[config.mk]
export PLATFORM = sky130hd
export DESIGN_NAME = fft_bitrev_reorder_flat
export DESIGN_NICKNAME = d
export VERILOG_FILES = /design/src/rtl/fft_bitrev_reorder_pkg.sv /design/src/rtl/fft_bitrev_reorder_if.sv /design/src/rtl/fft_bitrev_reorder_dp_ram.sv /design/src/rtl/fft_bitrev_reorder.sv /design/src/flat_wrapper.sv
export SDC_FILE = /design/constraint.sdc
export NUM_CORES = 1
export LEC_CHECK = 0
export CORE_MARGIN = 5
export CORE_UTILIZATION = 59
export DETAILED_ROUTE_END_ITERATION = 12
export GPL_TIMING_DRIVEN = 0
export PLACE_DENSITY = 0.76
export SLEW_MARGIN = 20
export SYNTH_ARGS = -nofsm -noshare
export SYNTH_HDL_FRONTEND = slang
export SYNTH_SLANG_ARGS = --single-unit
[constraint.sdc]
create_clock -name clk -period 8.4 [get_ports clk]
set_clock_uncertainty 0.05 [all_clocks]
set_input_delay 1.68 -clock clk [delete_from_list [all_inputs] [get_ports clk]]
set_output_delay 1.68 -clock clk [all_outputs]
set_load 0.05 [all_outputs]
[src/rtl/fft_bitrev_reorder_pkg.sv]
// rtl/fft_bitrev_reorder_pkg.sv - shared types and helpers for the bit-reversal reorder buffer
package fft_bitrev_reorder_pkg;

  localparam int BANK_W         = 1;
  localparam int DEF_DATA_WIDTH = 16;

  typedef struct packed {
    logic [DEF_DATA_WIDTH-1:0] re;
    logic [DEF_DATA_WIDTH-1:0] im;
  } cplx_t;

  // Reverses the low 'width' bits of idx; higher result bits are zero.
  function automatic logic [31:0] bitrev(input logic [31:0] idx, input int width);
    logic [31:0] r;
    r = '0;
    for (int i = 0; i < 32; i++) begin
      if (i < width) r[i] = idx[width-1-i];
    end
    return r;
  endfunction

endpackage

[src/rtl/fft_bitrev_reorder_if.sv]
// rtl/fft_bitrev_reorder_if.sv - sample-in / handshake-out bundle for the reorder buffer
interface fft_bitrev_reorder_if #(
  parameter int DATA_WIDTH = 16,
  parameter int N_POINTS   = 16
);
  localparam int LOG2N = $clog2(N_POINTS);

  logic                  in_valid;
  logic [DATA_WIDTH-1:0] in_re;
  logic [DATA_WIDTH-1:0] in_im;
  logic                  out_valid;
  logic                  out_ready;
  logic [DATA_WIDTH-1:0] out_re;
  logic [DATA_WIDTH-1:0] out_im;
  logic [LOG2N-1:0]      out_idx;
  logic                  out_last;
  logic                  overflow;

  modport master (
    output in_valid, in_re, in_im, out_ready,
    input  out_valid, out_re, out_im, out_idx, out_last, overflow
  );

  modport slave (
    input  in_valid, in_re, in_im, out_ready,
    output out_valid, out_re, out_im, out_idx, out_last, overflow
  );
endinterface

[src/rtl/fft_bitrev_reorder_dp_ram.sv]
// rtl/fft_bitrev_reorder_dp_ram.sv - simple dual-port RAM with a resettable sync-read data register
module fft_bitrev_reorder_dp_ram #(
  parameter int WIDTH = 32,
  parameter int DEPTH = 32,
  parameter int AW    = $clog2(DEPTH)
) (
  input  logic             clk,
  input  logic             rst,
  input  logic             wr_en,
  input  logic [AW-1:0]    wr_addr,
  input  logic [WIDTH-1:0] wr_data,
  input  logic             rd_en,
  input  logic [AW-1:0]    rd_addr,
  output logic [WIDTH-1:0] rd_data
);

  logic [WIDTH-1:0] mem [DEPTH];

  always_ff @(posedge clk) begin
    if (wr_en) mem[wr_addr] <= wr_data;
  end

  // Holds its value between reads so a stalled output stays stable.
  always_ff @(posedge clk) begin
    if (rst)        rd_data <= '0;
    else if (rd_en) rd_data <= mem[rd_addr];
  end

endmodule

[src/rtl/fft_bitrev_reorder.sv]
// rtl/fft_bitrev_reorder.sv - ping-pong buffer turning bit-reversed FFT frames into natural order
module fft_bitrev_reorder
  import fft_bitrev_reorder_pkg::*;
#(
  parameter int DATA_WIDTH = 16,
  parameter int N_POINTS   = 16
) (
  input logic                clk,
  input logic                rst,
  fft_bitrev_reorder_if.slave bus
);

  localparam int LOG2N  = $clog2(N_POINTS);
  localparam int ADDR_W = LOG2N + BANK_W;
  localparam int WORD_W = 2 * DATA_WIDTH;
  localparam logic [LOG2N-1:0] LAST_IDX = LOG2N'(N_POINTS - 1);

  logic [LOG2N-1:0]  wr_cnt, rd_cnt, wr_idx;
  logic              wr_bank, rd_bank;
  logic [1:0]        bank_full, bank_full_nxt;
  logic              wr_en, rd_en, wr_wrap, rd_wrap;
  logic [WORD_W-1:0] rd_data;
  logic              out_valid_q, out_last_q, overflow_q;
  logic [LOG2N-1:0]  out_idx_q;

  // Full flags are registered, so a bank being written and one being read are never the same.
  assign wr_en   = bus.in_valid && !bank_full[wr_bank];
  assign rd_en   = bank_full[rd_bank] && (!out_valid_q || bus.out_ready);
  assign wr_wrap = wr_en && (wr_cnt == LAST_IDX);
  assign rd_wrap = rd_en && (rd_cnt == LAST_IDX);
  assign wr_idx  = LOG2N'(bitrev(32'(wr_cnt), LOG2N));

  always_comb begin
    bank_full_nxt = bank_full;
    if (wr_wrap) bank_full_nxt[wr_bank] = 1'b1;
    if (rd_wrap) bank_full_nxt[rd_bank] = 1'b0;
  end

  always_ff @(posedge clk) begin
    if (rst) begin
      wr_cnt      <= '0;
      rd_cnt      <= '0;
      wr_bank     <= 1'b0;
      rd_bank     <= 1'b0;
      bank_full   <= 2'b00;
      overflow_q  <= 1'b0;
      out_valid_q <= 1'b0;
      out_last_q  <= 1'b0;
      out_idx_q   <= '0;
    end else begin
      bank_full <= bank_full_nxt;
      if (wr_en) begin
        wr_cnt <= wr_cnt + 1'b1;
        if (wr_wrap) wr_bank <= ~wr_bank;
      end
      if (bus.in_valid && bank_full[wr_bank]) overflow_q <= 1'b1;
      if (rd_en) begin
        rd_cnt      <= rd_cnt + 1'b1;
        if (rd_wrap) rd_bank <= ~rd_bank;
        out_valid_q <= 1'b1;
        out_idx_q   <= rd_cnt;
        out_last_q  <= (rd_cnt == LAST_IDX);
      end else if (bus.out_ready) begin
        out_valid_q <= 1'b0;
        out_last_q  <= 1'b0;
      end
    end
  end

  fft_bitrev_reorder_dp_ram #(
    .WIDTH (WORD_W),
    .DEPTH (2 * N_POINTS),
    .AW    (ADDR_W)
  ) u_ram (
    .clk     (clk),
    .rst     (rst),
    .wr_en   (wr_en),
    .wr_addr ({wr_bank, wr_idx}),
    .wr_data ({bus.in_re, bus.in_im}),
    .rd_en   (rd_en),
    .rd_addr ({rd_bank, rd_cnt}),
    .rd_data (rd_data)
  );

  assign bus.out_re    = rd_data[WORD_W-1:DATA_WIDTH];
  assign bus.out_im    = rd_data[DATA_WIDTH-1:0];
  assign bus.out_valid = out_valid_q;
  assign bus.out_idx   = out_idx_q;
  assign bus.out_last  = out_last_q;
  assign bus.overflow  = overflow_q;

endmodule

[src/flat_wrapper.sv]
// flat-port wrapper written by rule: the top's interface ports become plain ports
module fft_bitrev_reorder_flat import fft_bitrev_reorder_pkg::*;
#(
  parameter int DATA_WIDTH = 16,
  parameter int N_POINTS   = 16
)
  (clk, rst, bus_in_valid, bus_in_re, bus_in_im, bus_out_ready, bus_out_valid, bus_out_re, bus_out_im, bus_out_idx, bus_out_last, bus_overflow);
  fft_bitrev_reorder_if #(.DATA_WIDTH(DATA_WIDTH), .N_POINTS(N_POINTS)) bus_i ();
  input logic clk;
  input logic rst;
  input wire logic [$bits(bus_i.in_valid)-1:0] bus_in_valid;
  input wire logic [$bits(bus_i.in_re)-1:0] bus_in_re;
  input wire logic [$bits(bus_i.in_im)-1:0] bus_in_im;
  input wire logic [$bits(bus_i.out_ready)-1:0] bus_out_ready;
  output wire logic [$bits(bus_i.out_valid)-1:0] bus_out_valid;
  output wire logic [$bits(bus_i.out_re)-1:0] bus_out_re;
  output wire logic [$bits(bus_i.out_im)-1:0] bus_out_im;
  output wire logic [$bits(bus_i.out_idx)-1:0] bus_out_idx;
  output wire logic [$bits(bus_i.out_last)-1:0] bus_out_last;
  output wire logic [$bits(bus_i.overflow)-1:0] bus_overflow;
  assign bus_i.in_valid = bus_in_valid;
  assign bus_i.in_re = bus_in_re;
  assign bus_i.in_im = bus_in_im;
  assign bus_i.out_ready = bus_out_ready;
  assign bus_out_valid = bus_i.out_valid;
  assign bus_out_re = bus_i.out_re;
  assign bus_out_im = bus_i.out_im;
  assign bus_out_idx = bus_i.out_idx;
  assign bus_out_last = bus_i.out_last;
  assign bus_overflow = bus_i.overflow;
  fft_bitrev_reorder #(.DATA_WIDTH(DATA_WIDTH), .N_POINTS(N_POINTS)) u_core (.clk(clk), .rst(rst), .bus(bus_i));
endmodule
After elaboration in Yosys (flattened, before gate mapping)
Memories as Yosys holds them, arrays and structs flattened. A register that Yosys moved wholly into a read port is not among the register bits.
Cells that the tools add are included.

cells by class
  $add $sub $neg = 2
  $lt $le $gt $ge = 4
  equal/unequal tests = 2
  multiplexer cells = 15
  bitwise logic cells = 5
  reductions and logical operators = 13

operator list
  kind                   number
  $mux W1                11
  $add A4 B1 Y4 const B  2
  $eq A4 B4 Y1 const B   2
  $logic_and A1 B1 Y1    7
  $lt A1 B2 Y1 const B   2
  $mux W2                2
  $reduce_and A2 Y1      2
  $and A2 B2 Y2          1
  $demux W1 S1           2
  $ge A1 B1 Y1 const B   2
  $logic_not A1 Y1       2
  $not A1 Y1             2
  $not A2 Y2             1
  $or A2 B2 Y2           1
  $reduce_bool A2 Y1     1
  $logic_or A1 B1 Y1     1

storage, ports and cells
  bits in registers = 19
  RAM bits = 1,024
  bits of input ports = 36
  memories kept = 1

memory list
  memory            words  width  rd ports  clocked after Yosys merged registers in  write ports  RTL line                         source
  u_core.u_ram.mem  32     32     1         1                                        1            fft_bitrev_reorder_dp_ram.sv:17  logic [WIDTH-1:0] mem [DEPTH];

Logic depth before layout (Yosys ltp)
Gate-level depths: netlist of the first run.

  depth in word-level cells = 8
  gate-level depth with buffers = 8

Hierarchy
A second synthesis of the first run with hierarchy kept.

second synthesis, totals
  cells, all modules = 2,336
  area, all modules = 41,599.9 um^2

by module, submodules not included
  module                     times used  cells an instance  area each (um^2)  sequential area each (um^2)
  fft_bitrev_reorder_dp_ram  1           2,238              40,740.3          31,390.1
  fft_bitrev_reorder         1           98                 859.6             380.4

Least setup slack after synthesis of the first run
Ideal clock, no wire load.

  kind = input port to flip-flop
  from = input port bus_in_valid
  to = memory u_core.u_ram.mem[21][0] (enable)
  arrival = 3.643 ns
  required time = 7.929 ns
  setup slack = 4.285 ns
  cell stages on the path = 4
  path buffers = 1
  cell sequence = and2_1 -> clkbuf_1 -> nand3b_1 -> nor2_1

on the way
  cells in the longest elaborated chain, start to end = 3

ends and longest elaborated chain
  element                        RTL line                         source
  start: declaration             flat_wrapper.sv:11               input wire logic [$bits(bus_i.in_valid)-1:0] bus_in_valid;
  $logic_and A1 B1 Y1            fft_bitrev_reorder.sv:27         assign wr_en = bus.in_valid && !bank_full[wr_bank];
  $mux W1                        fft_bitrev_reorder_dp_ram.sv:20  if (wr_en) mem[wr_addr] <= wr_data;
  $mux W1 (not written as such)  fft_bitrev_reorder_dp_ram.sv:20
  end: declaration               fft_bitrev_reorder_dp_ram.sv:17

Every way passes these cells.

Final worst setup path of the first run
  from = input port bus_in_valid
  to = memory u_core.u_ram.mem[3][14] (enable)

The elaborated chain is that of the path after synthesis.

==> run summary, run 1 <==
Top cells by area, synth - edfxtp_1 (74%), mux2i_1 (12%), a22oi_1 (4.6%)
Share of layout cells above drive strength 1 - 12.41%
Final setup violating endpoints - 0
Reg2reg start - u_core.wr_bank
Initial antenna violation count - 9
Sw Ratio - 19.44%
P_int - 8546 µW
Rows - 97
Reg2reg end - u_core.u_ram.mem[3][14]
Leak - 0.01423 µW
FF+latch count, synth - 1075
Vias per cell - 6.792
Worst-margin pin slew - 1.219 ns
Hold Crit Class - reg -> reg
Status - finished clean
GR Overflow Total - 0
HPWL after detailed placement - 78160 µm
RSZ-0062 raised after global routing - no
Yosys warns - 0
Synth cell types - 33
Hold-critical path depth - 2
GRT Total Usage - 31.27%
Post-Synthesis Cells - 2326
Dpl cell area - 44930 µm²
Starting DRC count in detailed routing - 3939
# nets final - 2589
Mapped Avg Cell Area - 17.87 µm²
CP arrival - 4.47 ns
Sequential Power Share - 55.6%
Clock tree buffer depth - 3
Synth top area share - 73.98%
Routed via count - 24310
Die area - 75860 µm²
CTS tree - yes
Largest net degree at the start of global routing - 33
Hold_buf cts - 0
Min-Delay Endpoint - u_core.bus.out_idx[3]
Clock transition at path regs - 0.06 ns
Fin area - 48170 µm²
Root Driver - clkbuf_16
Kind of end point of the critical path - flop
Relative slew slack - 18.74%
Cts bufs inserted - 101
Fmax - 239.2 MHz
Hold Crit Start - u_core.bus.out_idx[3]
Core region area - 69910 µm²
Ports - 75
Switch Pwr - 2062 µW
Pwr per Cell Area - 220.2 nW/µm²
Final hold vios - 0
Logic gate share of total power - 1.7%
Drt drc - 0
# clock sinks - 1075
Die X - 275.4 µm
Kind of critical path - in -> reg
CP Buf/Inv Count - 3
Max-cap violations - 0
Fin crit period - 4.181 ns
GPL Wtd Cong - 0.8604
Reg2Reg Depth - 7
Die Height - 275.4 µm
Critical Path Fanout Max - 17
Post-Route WL - 119900 µm
Port Buf Inserts - 73
Mapped cell area - 41560 µm²
Critical path's largest stage delay - 0.92 ns
Setup Fix Bufs, Post-CTS - 0
Critical path cell sequence - clkdlybuf4s50_1 > and2_1 > clkbuf_1 > nand3_1 > nor2_4 > buf_12
Sequential fraction of the synthesis area - 76.44%
Post_cts resized - 0
Worst path required time - 8.69 ns
Startpoint types - input pin
Setup tns final - 0 ns
Worst path slowest cell - nor2_4
Antenna-violating nets left - 0
H-tree levels - 3
Max Slew Vio Count - 0
Area grow syn2layout - 15.89%
Tcrit/Tclk final - 49.78%
Syn nets - 2364
Area leader, netlist - edfxtp_1
Critical path's top delay family - simple AND/OR/NAND/NOR gates
DR WL/cell - 33.48 µm
Vias in the first global route - 24030
Power share of the clock group - 42.7%
VDD IR max - 200.1 µV
First-pass GRT wire length - 167700 µm
Initial Util - 59.46%
TritonRoute pass-1 iters - 6
R2R setup slack - 4.65 ns
Worst skew pair latency - 0.66 ns
kinds of logic (layout without fill, tap and decap cells):
| family | Yosys count | after routing | synth area share [%] |
|---|---|---|---|
| simple gates | 147 | 147 | 1.737 |
| xor+xnor | 7 | 7 | 0.1475 |
| flops | 1075 | 1075 | 76.44 |
| fa+ha+maj | 2 | 2 | 0.06020 |
| buf+inv | 150 | 459 | 1.912 |
| other cells | 0 | 5 | 0 |
| mux | 519 | 519 | 12.50 |
| compound gates | 426 | 426 | 7.207 |
per-stage QoR:
stage                     hold WS (ns)  cells  setup WS [ns]  util, %  power (µW)
after global placement          0.4214   3339          1.569    62.18        6169
after floorplan                 0.4490   2326          4.285        -        6061
after global routing            0.4849   3578          4.129    68.90       10860
final                           0.4521   3580          4.219    68.90       10610
after CTS                       0.4512   3575          4.282    68.97       10620
after detailed placement        0.4409   3388          3.594    64.27        6192
cell type report:
| class | instances | area [µm²] |
|---|---|---|
| antenna | 5 | 12.51 |
| buffer | 146 | 783.3 |
| sequential | 1075 | 31770 |
| clock buffer | 132 | 2755 |
| tap | 940 | 1176 |
| inverter | 4 | 15.01 |
| fill | 4298 | 21740 |
| multi-input combinational | 1101 | 9243 |
| clock inverter | 55 | 528.0 |
| timing repair buffer | 122 | 1884 |
worst min-delay path, stage by stage, from the launching register on:
cell	delay, ns
dfxtp_1	0.33
mux2i_1	0.07
nor2_1	0.07
worst max-delay path by stage:
| stage | startpoint | end | slack [ns] | cells past startpoint |
|---|---|---|---|---|
| final | bus_in_valid | u_core.u_ram.mem[3][14] | 4.22 | 6 |
| after global routing | bus_in_valid | u_core.u_ram.mem[3][13] | 4.13 | 6 |
| after CTS | bus_in_valid | u_core.u_ram.mem[3][13] | 4.28 | 6 |
| after detailed placement | bus_in_valid | u_core.u_ram.mem[3][30] | 3.59 | 6 |
| after global placement | bus_in_valid | u_core.u_ram.mem[25][17] | 1.57 | 5 |
| after floorplan | bus_in_valid | u_core.u_ram.mem[21][0] | 4.29 | 4 |
cell usage in the layout, fill, tap and decap left out, types with 14 or more instances in the layout:
cell,instances
edfxtp_1,1024
mux2i_1,519
a22oi_1,256
a21oi_1,132
clkbuf_16,102
clkbuf_1,98
clkdlybuf4s50_1,61
dfxtp_1,51
nor2_1,48
nor2_4,32
or4_1,32
buf_16,31
buf_4,30
buf_2,29
a211oi_2,26
clkinv_1,24
buf_12,18
clkinv_2,14
power by group through the flow:
stage                     clock, µW  combinational [µW]  sequential (µW)
after floorplan                   0                51.8             6010
after global placement            0                 155             6010
after detailed placement          0                 178             6010
after CTS                      4540                 180             5900
after global routing           4780                 191             5900
final                          4530                 182             5900
synthesized netlist by cell type (all sizes together):
library cell,n
a211oi,33
nor2,80
nand4,3
nor2b,3
a22oi,256
clkbuf,82
inv,4
edfxtp,1024
or2,1
and2,2
or3,3
o211ai,1
nand2,12
xnor2,2
ha,2
dfxtp,51
a31oi,2
nand2b,2
nand3b,1
buf,64
mux2i,519
nand3,6
a21oi,133
and3,1
or4,32
o21ba,1
nor3,1
xor2,5
flip-flops by register name, indices dropped and copies added (netlist names), 2 cells and up:
register and count:
u_core.u_ram.mem 1024, u_core.rd_cnt 4, u_core.bus.out_idx 4, u_core.bank_full 2, u_core.wr_cnt 4, u_core.u_ram.rd_data 32
metal layers:
| metal | track usage [%] | part of all wire [%] | vias to the layer above |
|---|---|---|---|
| met2 | 48.57 | 46 | 1918 |
| met1 | 42.23 | 35 | 12180 |
| li1 | - | - | 9809 |
| met4 | 15.00 | 5.6 | 4 |
| met3 | 7.528 | 13 | 404 |
| met5 | 0 | 0.017 | - |
No activity file was read; power rests on OpenSTA's default activity.
==> inputs of run 2 (changes only) <==
- CORE_UTILIZATION: 59 -> 56
- clock period: 8.4 -> 3.7 ns (I/O delays scaled with it)
==> run 2 against run 1 <==
The run now ends with negative setup slack left; sequential cell count unchanged; via count increased by 1.3%; final cell count is 1.0% higher; register-to-register slack got worse by 4.7 ns; hold slack improved by 0.0074 ns; critical path depth increased by 1; core utilization shrank 3.4 points; final area fell by 0.22%; power up 120%; non-clock buffer count rose by 20; wire length increased by 2.8%; setup slack got worse by 4.3 ns; largest cell class unchanged; largest power group unchanged.
==> run summary, run 2 (same netlist as run 1, synthesis figures left out) <==
Status - finished, violations left (was finished clean)
Failing checks - negative setup slack
Hold Crit Start - u_core.u_ram.rd_data[30] (was u_core.bus.out_idx[3])
Logic gate share of total power - 1.8% (was 1.7%)
HPWL after detailed placement - 78520 µm (was 78160 µm)
Pre-CTS WS - -0.3271 ns (was 3.594 ns)
Worst path slowest cell - nor2_4 (unchanged)
Switch Pwr - 4734 µW (was 2062 µW)
Met2 Resource Use GR - 46.75% (was 48.57%)
Pwr per Cell Area - 491.2 nW/µm² (was 220.2 nW/µm²)
Biggest register - u_core.u_ram.mem (unchanged)
Hold-critical path depth - 2 (unchanged)
Fin area - 48060 µm² (was 48170 µm²)
Kind of end point of the critical path - flop (unchanged)
Worst skew pair latency - 0.67 ns (was 0.66 ns)
Min-Delay Endpoint - u_core.u_ram.rd_data[30] (was u_core.bus.out_idx[3])
Die X - 282.4 µm (was 275.4 µm)
Post-Route WL - 123200 µm (was 119900 µm)
Max FFs per register - 1024 (unchanged)
Critical path cell sequence - clkbuf_1 > mux2i_1 > and2_1 > clkbuf_1 > nand3_1 > nor2_4 > buf_12 (was clkdlybuf4s50_1 > and2_1 > clkbuf_1 > nand3_1 > nor2_4 > buf_12)
Relative slew slack - 15.78% (was 18.74%)
Die area - 79770 µm² (was 75860 µm²)
Leak - 0.01419 µW (was 0.01423 µW)
Root Driver - clkbuf_16 (unchanged)
Layout Utilization - 65.54% (was 68.90%)
Met1 GRT Util - 40.35% (was 42.23%)
Ports - 75 (unchanged)
CTS tree - yes (unchanged)
# clock sinks - 1075 (unchanged)
Power share of the clock group - 41.5% (was 42.7%)
Final setup margin - -0.08857 ns (was 4.219 ns)
Rows - 99 (was 97)
Worst-margin pin slew - 1.263 ns (was 1.219 ns)
Dpl cell area - 44750 µm² (was 44930 µm²)
Drt drc - 0 (unchanged)
Most frequent CP cell - clkbuf_1
GPL Wtd Cong - 0.8603 (was 0.8604)
VDD IR max - 377.4 µV (was 200.1 µV)
Most common cell after layout, fill and taps aside - edfxtp_1 (unchanged)
Final hold vios - 0 (unchanged)
Max-cap violations - 0 (unchanged)
Tcrit/Tclk final - 102.4%
Worst path required time - 4.01 ns (was 8.69 ns)
Core region area - 73330 µm² (was 69910 µm²)
Global routing usage on met3 - 8.047% (was 7.528%)
Area grow syn2layout - 15.64% (was 15.89%)
Kind of critical path - reg -> reg (was in -> reg)
Post_cts resized - 0 (unchanged)
Share of layout cells above drive strength 1 - 12.88% (was 12.41%)
DR WL/cell - 34.06 µm (was 33.48 µm)
Initial Util - 56.68% (was 59.46%)
Initial antenna violation count - 6 (was 9)
Critical path's largest stage delay - 0.83 ns (was 0.92 ns)
Die Height - 282.4 µm (was 275.4 µm)
# nets final - 2608 (was 2589)
Routed via count - 24630 (was 24310)
Vias in the first global route - 24400 (was 24030)
Antenna-violating nets left - 0 (unchanged)
Vias per cell - 6.810 (was 6.792)
Sw Ratio - 20.05% (was 19.44%)
CP arrival - 4.10 ns (was 4.47 ns)
Largest net degree at the start of global routing - 33 (unchanged)
Sequential Power Share - 56.7% (was 55.6%)
TritonRoute pass-1 iters - 6 (unchanged)
Reg2reg end - u_core.u_ram.mem[7][15] (was u_core.u_ram.mem[3][14])
First-pass GRT wire length - 170500 µm (was 167700 µm)
R2R setup slack - -0.09 ns (was 4.65 ns)
Max Slew Vio Count - 0 (unchanged)
Most frequent cells in the layout - edfxtp_1 (1024), mux2i_1 (519), a22oi_1 (256) (unchanged)
Starting DRC count in detailed routing - 4145 (was 3939)
Reg2Reg Depth - 7 (unchanged)
Hold Slack - 0.4595 ns (was 0.4521 ns)
Fmax - 264.0 MHz
Clock tree buffer depth - 3 (unchanged)
Critical Path Fanout Max - 18 (was 17)
GR Overflow Total - 0 (unchanged)
H-tree levels - 3 (unchanged)
Reg2reg start - u_core.wr_bank (unchanged)
Port Buf Inserts - 73 (unchanged)
Clock transition at path regs - 0.07 ns (was 0.06 ns)
Fin crit period - 3.789 ns
Busiest grt layer - met2 (unchanged)
Final setup violating endpoints - 18 (was 0)
GRT Total Usage - 30.16% (was 31.27%)
Startpoint types - flop (was input pin)
Hold Crit Class - reg -> reg (unchanged)
Overall power - 23610 µW (was 10610 µW)
Cts bufs inserted - 100 (was 101)
Filler instances - 4726 (was 4298)
Crit path from - u_core.wr_bank (was bus_in_valid)
P_int - 18880 µW (was 8546 µW)
Largest registers - u_core.u_ram.mem (1024), u_core.u_ram.rd_data (32) (unchanged)
-- run 2: cell types whose count changed in the layout (fill, tap and decap cells not counted), sizes merged --
cell / delta
clkinv: -10
clkbuf: +15
clkdlybuf4s50: -3
diode: -2
bufinv: -6
clkinvlp: +1
buf: +23
-- run 2: how the worst max path moves through the flow --
stage,endpoint
2_1_floorplan,u_core.u_ram.mem[21][0]
3_5_place_dp,u_core.u_ram.mem[11][15]
5_1_grt,u_core.u_ram.mem[7][13]
3_3_place_gp,u_core.u_ram.mem[9][20]
6_report,u_core.u_ram.mem[7][15]
4_1_cts,u_core.u_ram.mem[5][20]
-- run 2: what timing repair did --
action                                  4_1_cts  5_1_grt
pin swaps                                     5        8
endpoints found under the setup margin       70      114
hold buffers                                  0        0
hold endpoints to repair                      0        0
buffers inserted                             13       12
-- run 2: power by group through the flow --
stage | Combinational (µW) | Clock (µW) | Sequential (µW)
after floorplan | 118 | 0 | 13600
final | 422 | 9800 | 13400
after global routing | 440 | 10300 | 13400
after global placement | 357 | 0 | 13700
after detailed placement | 410 | 0 | 13700
after CTS | 413 | 9780 | 13400
-- run 2: routing by layer --
layer  routed length [µm]  vias to the layer above
li1                     -                     9832
met1                43670                    12370
met2                56880                     2031
met3                15750                      401
met4                 6897                        2
met5                   17                        -
-- run 2: layout make-up --
class                   count  area [µm²]  area share [%]
diodes                      3       7.507         0.01562
plain buffers             146       783.3           1.630
clock buffers             147        2730           5.680
clock inverters            40       330.3          0.6873
inverters                   4       15.01         0.03124
multi-input cells        1101        9243           19.23
flip-flops and latches   1075       31770           66.10
well taps                 959        1200           2.497
repair buffers            142        1983           4.126
-- run 2: stage by stage --
step	instances	TNS [ns]
after floorplan	2326	0
after global placement	3358	-1892.32
after detailed placement	3402	-48.62
after CTS	3602	0
after global routing	3617	-1.566
final	3617	-1.352
-- run 2: worst max-delay path, delay by kind of cell (launching register included) --
| family | cells | cell delay, ns |
|---|---|---|
| and+or+nand+nor | 3 | 1.76 |
| muxes | 1 | 0.39 |
| buffers and inverters | 3 | 0.88 |
| DFF | 1 | 0.36 |
==> RTL change 1: new RTL, settings of run 2 <==
`DATA_WIDTH` is set to 16 in 3 places; all go to 12.
--- a/src/rtl/fft_bitrev_reorder_if.sv
+++ b/src/rtl/fft_bitrev_reorder_if.sv
@@ -1,6 +1,6 @@
 // rtl/fft_bitrev_reorder_if.sv - sample-in / handshake-out bundle for the reorder buffer
 interface fft_bitrev_reorder_if #(
-  parameter int DATA_WIDTH = 16,
+  parameter int DATA_WIDTH = 12,
   parameter int N_POINTS   = 16
 );
   localparam int LOG2N = $clog2(N_POINTS);
--- a/src/rtl/fft_bitrev_reorder.sv
+++ b/src/rtl/fft_bitrev_reorder.sv
@@ -2,7 +2,7 @@
 module fft_bitrev_reorder
   import fft_bitrev_reorder_pkg::*;
 #(
-  parameter int DATA_WIDTH = 16,
+  parameter int DATA_WIDTH = 12,
   parameter int N_POINTS   = 16
 ) (
   input logic                clk,
--- a/src/flat_wrapper.sv
+++ b/src/flat_wrapper.sv
@@ -1,7 +1,7 @@
 // flat-port wrapper written by rule: the top's interface ports become plain ports
 module fft_bitrev_reorder_flat import fft_bitrev_reorder_pkg::*;
 #(
-  parameter int DATA_WIDTH = 16,
+  parameter int DATA_WIDTH = 12,
   parameter int N_POINTS   = 16
 )
   (clk, rst, bus_in_valid, bus_in_re, bus_in_im, bus_out_ready, bus_out_valid, bus_out_re, bus_out_im, bus_out_idx, bus_out_last, bus_overflow);
Interface: changed (resized bus_in_im, bus_in_re, bus_out_im and bus_out_re); port bits go from 75 to 59. No check against the original RTL was run, so the function may have changed too.
==> RTL change 1 against run 2 <==
Wire length is 25% lower. Total power down 23%. Critical endpoint is now u_core.u_ram.rd_data[21]. Synthesized area is 24% lower. Via count down 25%. Count of clock-buffer cells in the layout fell by 49. Global-route usage decreased by 0.47 points. Non-clock buffer count is 77 lower. Synthesized cell count shrank 23%. Clock power down 22%. Setup slack better by 0.17 ns. Final area down 24%. Sequential cell count decreased by 264. First-iteration DRC count shrank 34%.
==> RTL change 1: results (changes against run 2) <==
Synth Area in Compound Gates = 7.236% (+0.029 points)
sequential area share after synthesis = 75.76% (-0.67 points)
biggest regs = u_core.u_ram.mem (768), u_core.u_ram.rd_data (24)
post-detail-place hpwl = 59.87 mm (-24%)
dpl ws = -0.1758 ns (+0.1513 ns)
family with the most delay on the worst path = buffers and inverters
initial antenna violation count = 3 (-3)
R2R cell count = 8 (+1)
IO Port Bufs = 57 (-22%)
xor and xnor area share after synthesis = 0.1942% (+0.047 points)
Distinct cells, synth = 35 (+6.1%)
Synth area leaders = edfxtp_1 73%, mux2i_1 12%, a22oi_1 4.6%, dfxtp_1 2.7%, a21oi_1 1.6%
r2r setup slk = 0.08 ns (+0.17 ns)
CTS buffer count = 77 (-23%)
Cell Count Post-Placement = 2629 (-23%)
GP Congestion = 0.8793 (+2.2%)
clk_lat worst skew = 0.62 ns (-0.05 ns)
Post-synth EDFFs = 768 (-25%)
Avg Cell Area, Syn = 17.70 um^2 (-0.95%)
top post-synthesis cells by count = 768 x edfxtp_1, 391 x mux2i_1, 192 x a22oi_1
Worst slew margin = 15.20% (-0.59 points)
met3 wire length = 12.15 mm (-23%)
cell at the slowest stage of the critical path = clkbuf_1
Avg WL per Cell = 33.30 um (-2.3%)
nets in the synthesized netlist = 1814 (-23%)
Layout Nets = 1988 (-24%)
DR top layer = met4
M1 WL = 32.72 mm (-25%)
grt met1 use = 38.99% (-1.4 points)
status = completed
hold slack = 0.4470 ns (-0.01245 ns)
## RTL change 1: cell types whose count changed in the layout (fill, tap and decap cells not counted), sizes merged, moves of 3 or more
cell | run 2 | this run
a21oi | 133 | 101
clkbuf | 229 | 150
clkdlybuf4s50 | 58 | 41
buf | 148 | 118
mux2i | 519 | 391
or4 | 32 | 24
a211oi | 33 | 25
dfxtp | 51 | 43
edfxtp | 1024 | 768
inv | 8 | 5
a22oi | 256 | 192
nor2 | 80 | 72
## RTL change 1: area by class of cell
cell class	instances	area (um^2)
clock inverter	38	294.0
buffer	116	725.7
sequential	811	23920
inverter	4	15.01
clock buffer	98	2110
antenna	1	2.502
timing repair buffer	95	1406
fill	3710	19590
tap	756	945.9
multi-input combinational	853	7157
## RTL change 1: cell families (layout without fill, tap and decap cells)
family / after synthesis / count (layout)
DFF: 811 / 811
muxes: 391 / 391
AOI/OAI and AO/OA: 322 / 322
and+or+nand+nor: 131 / 131
buffers and inverters: 120 / 351
xor gates and xnor gates: 7 / 7
adders and majority gates: 2 / 2
other: 0 / 1
## RTL change 1: where the power goes
group | internal [mW] | switching, mW | total, mW | leakage, nW
Sequential | 10.1 | 0.0119 | 10.1 | 7.26
Combinational | 0.0711 | 0.263 | 0.334 | 2.39
Clock | 4.31 | 3.35 | 7.66 | 1.19
## RTL change 1: path summary, 6_finish.rpt
| check | from | to |
|---|---|---|
| setup / recovery | u_core.rd_cnt[1] | u_core.u_ram.rd_data[21] |
| hold / removal | u_core.bus.out_idx[1] | u_core.bus.out_idx[1] |
| setup reg to reg | u_core.rd_cnt[1] | u_core.u_ram.rd_data[21] |
| hold reg to reg | u_core.bus.out_idx[1] | u_core.bus.out_idx[1] |
## RTL change 1: repair_timing
action                                  4_1_cts  5_1_grt
gates resized for setup                       0        2
setup buffers                                 0        6
endpoints found under the setup margin        0       26
==> RTL change 2: new RTL, settings of run 2 <==
Made on the original files. Reset style: asynchronous (`rst`), changed in 2 clocked blocks.
--- a/src/rtl/fft_bitrev_reorder_dp_ram.sv
+++ b/src/rtl/fft_bitrev_reorder_dp_ram.sv
@@ -21,7 +21,7 @@
   end
 
   // Holds its value between reads so a stalled output stays stable.
-  always_ff @(posedge clk) begin
+  always_ff @(posedge clk or posedge rst) begin
     if (rst)        rd_data <= '0;
     else if (rd_en) rd_data <= mem[rd_addr];
   end
--- a/src/rtl/fft_bitrev_reorder.sv
+++ b/src/rtl/fft_bitrev_reorder.sv
@@ -36,7 +36,7 @@
     if (rd_wrap) bank_full_nxt[rd_bank] = 1'b0;
   end
 
-  always_ff @(posedge clk) begin
+  always_ff @(posedge clk or posedge rst) begin
     if (rst) begin
       wr_cnt      <= '0;
       rd_cnt      <= '0;
Formal check against the unedited RTL: same outputs for any inputs over 4 cycles, from zero or initial values and one cycle with rst high; that may be too few to reach the edited logic, so the function may still have changed.
==> RTL change 2 against run 2 <==
Final area fell by 1.6%. Synthesized area shrank 0.60%. Wire length down 21%. Non-clock buffer count shrank 67. Sequential share of layout area grew 1.6 points. Sequential cell count unchanged. Setup slack better by 0.81 ns. Maximum frequency is 27% higher. Critical endpoint is now u_core.rd_cnt[3]. Largest cell class unchanged. Highest routed layer unchanged.
Power is not compared: it rests on default switching activity, and its combinational part moved more than twofold at a synthesized area within 25%.
==> RTL change 2: results (changes against run 2) <==
Max VDD drop = 0.0005812 V
CTS buffer count = 100 (unchanged)
yosys warns = 0 (unchanged)
number of post-CTS setup repair buffers = 0 (-13)
clk_lat worst skew = 0.67 ns (about the same)
Final ANT Viol Nets = 0 (unchanged)
initial antenna violation count = 1 (-5)
# resized after CTS = 0 (unchanged)
via-per-instance ratio = 6.522 (-4.2%)
CP endpoint kind = register
htree depth = 3 (unchanged)
Layout Nets = 2175 (-17%)
first-pass GRT wire length = 141.8 mm (-17%)
IO Port Bufs = 74 (+1.4%)
Reg-to-Reg End = u_core.rd_cnt[3]
r2r setup slk = 0.74 ns (+0.83 ns)
max-slew violation count = 0 (unchanged)
Synth area leaders = edfxtp_1 74%, mux4_2 8.5%, mux2_2 5.4%, dfrtp_1 3.1%, mux2i_1 1.6%
asr flop ratio synth = 4.744% (+4.7 points)
proportion of synthesized area in mux cells = 15.74% (+3.2 points)
CP startpoint = bus_out_ready
Post-synth EDFFs = 1024 (unchanged)
final WL = 96.92 mm (-21%)
R2R cell count = 5 (-2)
clk root buf = clkbuf_16
drt initial violations = 2571 (-38%)
GRT Total Usage = 24.51% (-5.7 points)
GP Congestion = 0.8400 (-2.4%)
CP Max Fanout = 10 (-8)
largest net degree at the start of global routing = 52 (+58%)
Worst R2R Start = u_core.rd_bank
sequential area share after synthesis = 77.52% (+1.1 points)
cell leakage power = 15.06 nW
biggest regs = u_core.u_ram.mem (1024), u_core.u_ram.rd_data (32)
router iterations before antenna repair = 7 (+1)
Arrival @ worst endpoint = 3.45 ns (-0.65 ns)
Worst slew margin = 24.55% (+8.8 points)
Clock Path Buffers = 3 (unchanged)
Synth Area in Compound Gates = 3.556% (-3.7 points)
xor and xnor area share after synthesis = 0.1696% (+0.022 points)
Clock Pin Slew Worst Setup and Hold Paths = 0.07 ns (about the same)
nets in the synthesized netlist = 1965 (-17%)
Distinct cells, synth = 39 (+18%)
adder-cell area share of the yosys netlist = 0.06057% (+0.00036 points)
post-detail-place hpwl = 62.67 mm (-20%)
top post-synthesis cells by count = 1024 x edfxtp_1, 197 x mux2_2, 156 x mux4_2
vias in the first global route = 21.27k (-13%)
share of cells above drive strength 1 = 29.49% (+17 points)
worst min path class = reg2reg
status = completed
ys flop type = edfxtp_1
==> RTL change 2: changes by cell type in the layout (fill, tap and decap cells not counted), moves of 58 or more <==
| cell | delta |
|---|---|
| clkbuf_1 | -58 |
| mux2_2 | +197 |
| mux2i_1 | -454 |
| mux4_2 | +156 |
| nand2_1 | +62 |
| o2111ai_1 | +63 |
| a22oi_1 | -224 |
| a21oi_1 | -131 |
==> RTL change 2: how the worst min path moves through the flow <==
stage                          startpoint  slack [ns]               endpoint  cells past startpoint
floorplan                  u_core.rd_bank        0.45         u_core.rd_bank                      1
global placement    u_core.bus.out_idx[1]        0.44  u_core.bus.out_idx[1]                      1
detailed placement  u_core.bus.out_idx[1]        0.45  u_core.bus.out_idx[1]                      1
CTS                 u_core.bus.out_idx[2]        0.47  u_core.bus.out_idx[2]                      1
global route          u_core.bus.overflow        0.49    u_core.bus.overflow                      1
finish              u_core.bus.out_idx[2]        0.47  u_core.bus.out_idx[2]                      1
==> RTL change 2: worst max-delay path, cell delays in order <==
cell	delay (ns)
clkdlybuf4s50_1	0.48
nor2b_1	0.10
a21oi_1	0.88
clkbuf_1	0.82
nand4_1	0.24
xnor2_1	0.18
==> RTL change 2: per-layer routing <==
metal	vias up	routed length [um]	global-route usage, %
met2	1132	49010	40.96
met4	2	3242	8.536
met1	10910	36330	33.70
met3	209	8331	3.776
li1	8496	-	-
met5	-	7	0
==> RTL change 2: final cells by class <==
type	count	area, um^2
Sequential cell	1075	32030
Fill cell	4548	25780
Multi-Input combinational cell	735	8891
Clock buffer	118	2590
Timing Repair Buffer	108	1416
Tap cell	959	1200
Buffer	113	621.8
Clock inverter	68	541.8
Inverter	4	17.52
Antenna cell	1	2.502
==> RTL change 2: logic make-up after synthesis <==
kind of cell	Yosys count
flops	1075
mux	423
compound gates	164
simple gates	138
buf+inv	117
xor+xnor	8
fa+ha+maj	2
==> RTL change 2: where the power goes <==
part,switching [mW],internal (mW)
sequential,0.418,14.2
clock,4.45,5.39
combinational,6.07,4.21
total,10.9,23.8
==> RTL change 2: stage by stage <==
step | TNS, ns | std cells | area, um^2 | utilization (%) | worst slack, ns
final | 0 | 3181 | 47310 | 64.73 | 0.7164
after global routing | 0 | 3180 | 47300 | 64.73 | 0.7016
after CTS | 0 | 3180 | 47410 | 64.87 | 0.8334
after detailed placement | 0 | 2994 | 44280 | 60.59 | 0.1638
after global placement | -1455.11 | 2960 | 43250 | 59.19 | -1.642
after floorplan | 0 | 1927 | 41310 | - | 0.6038
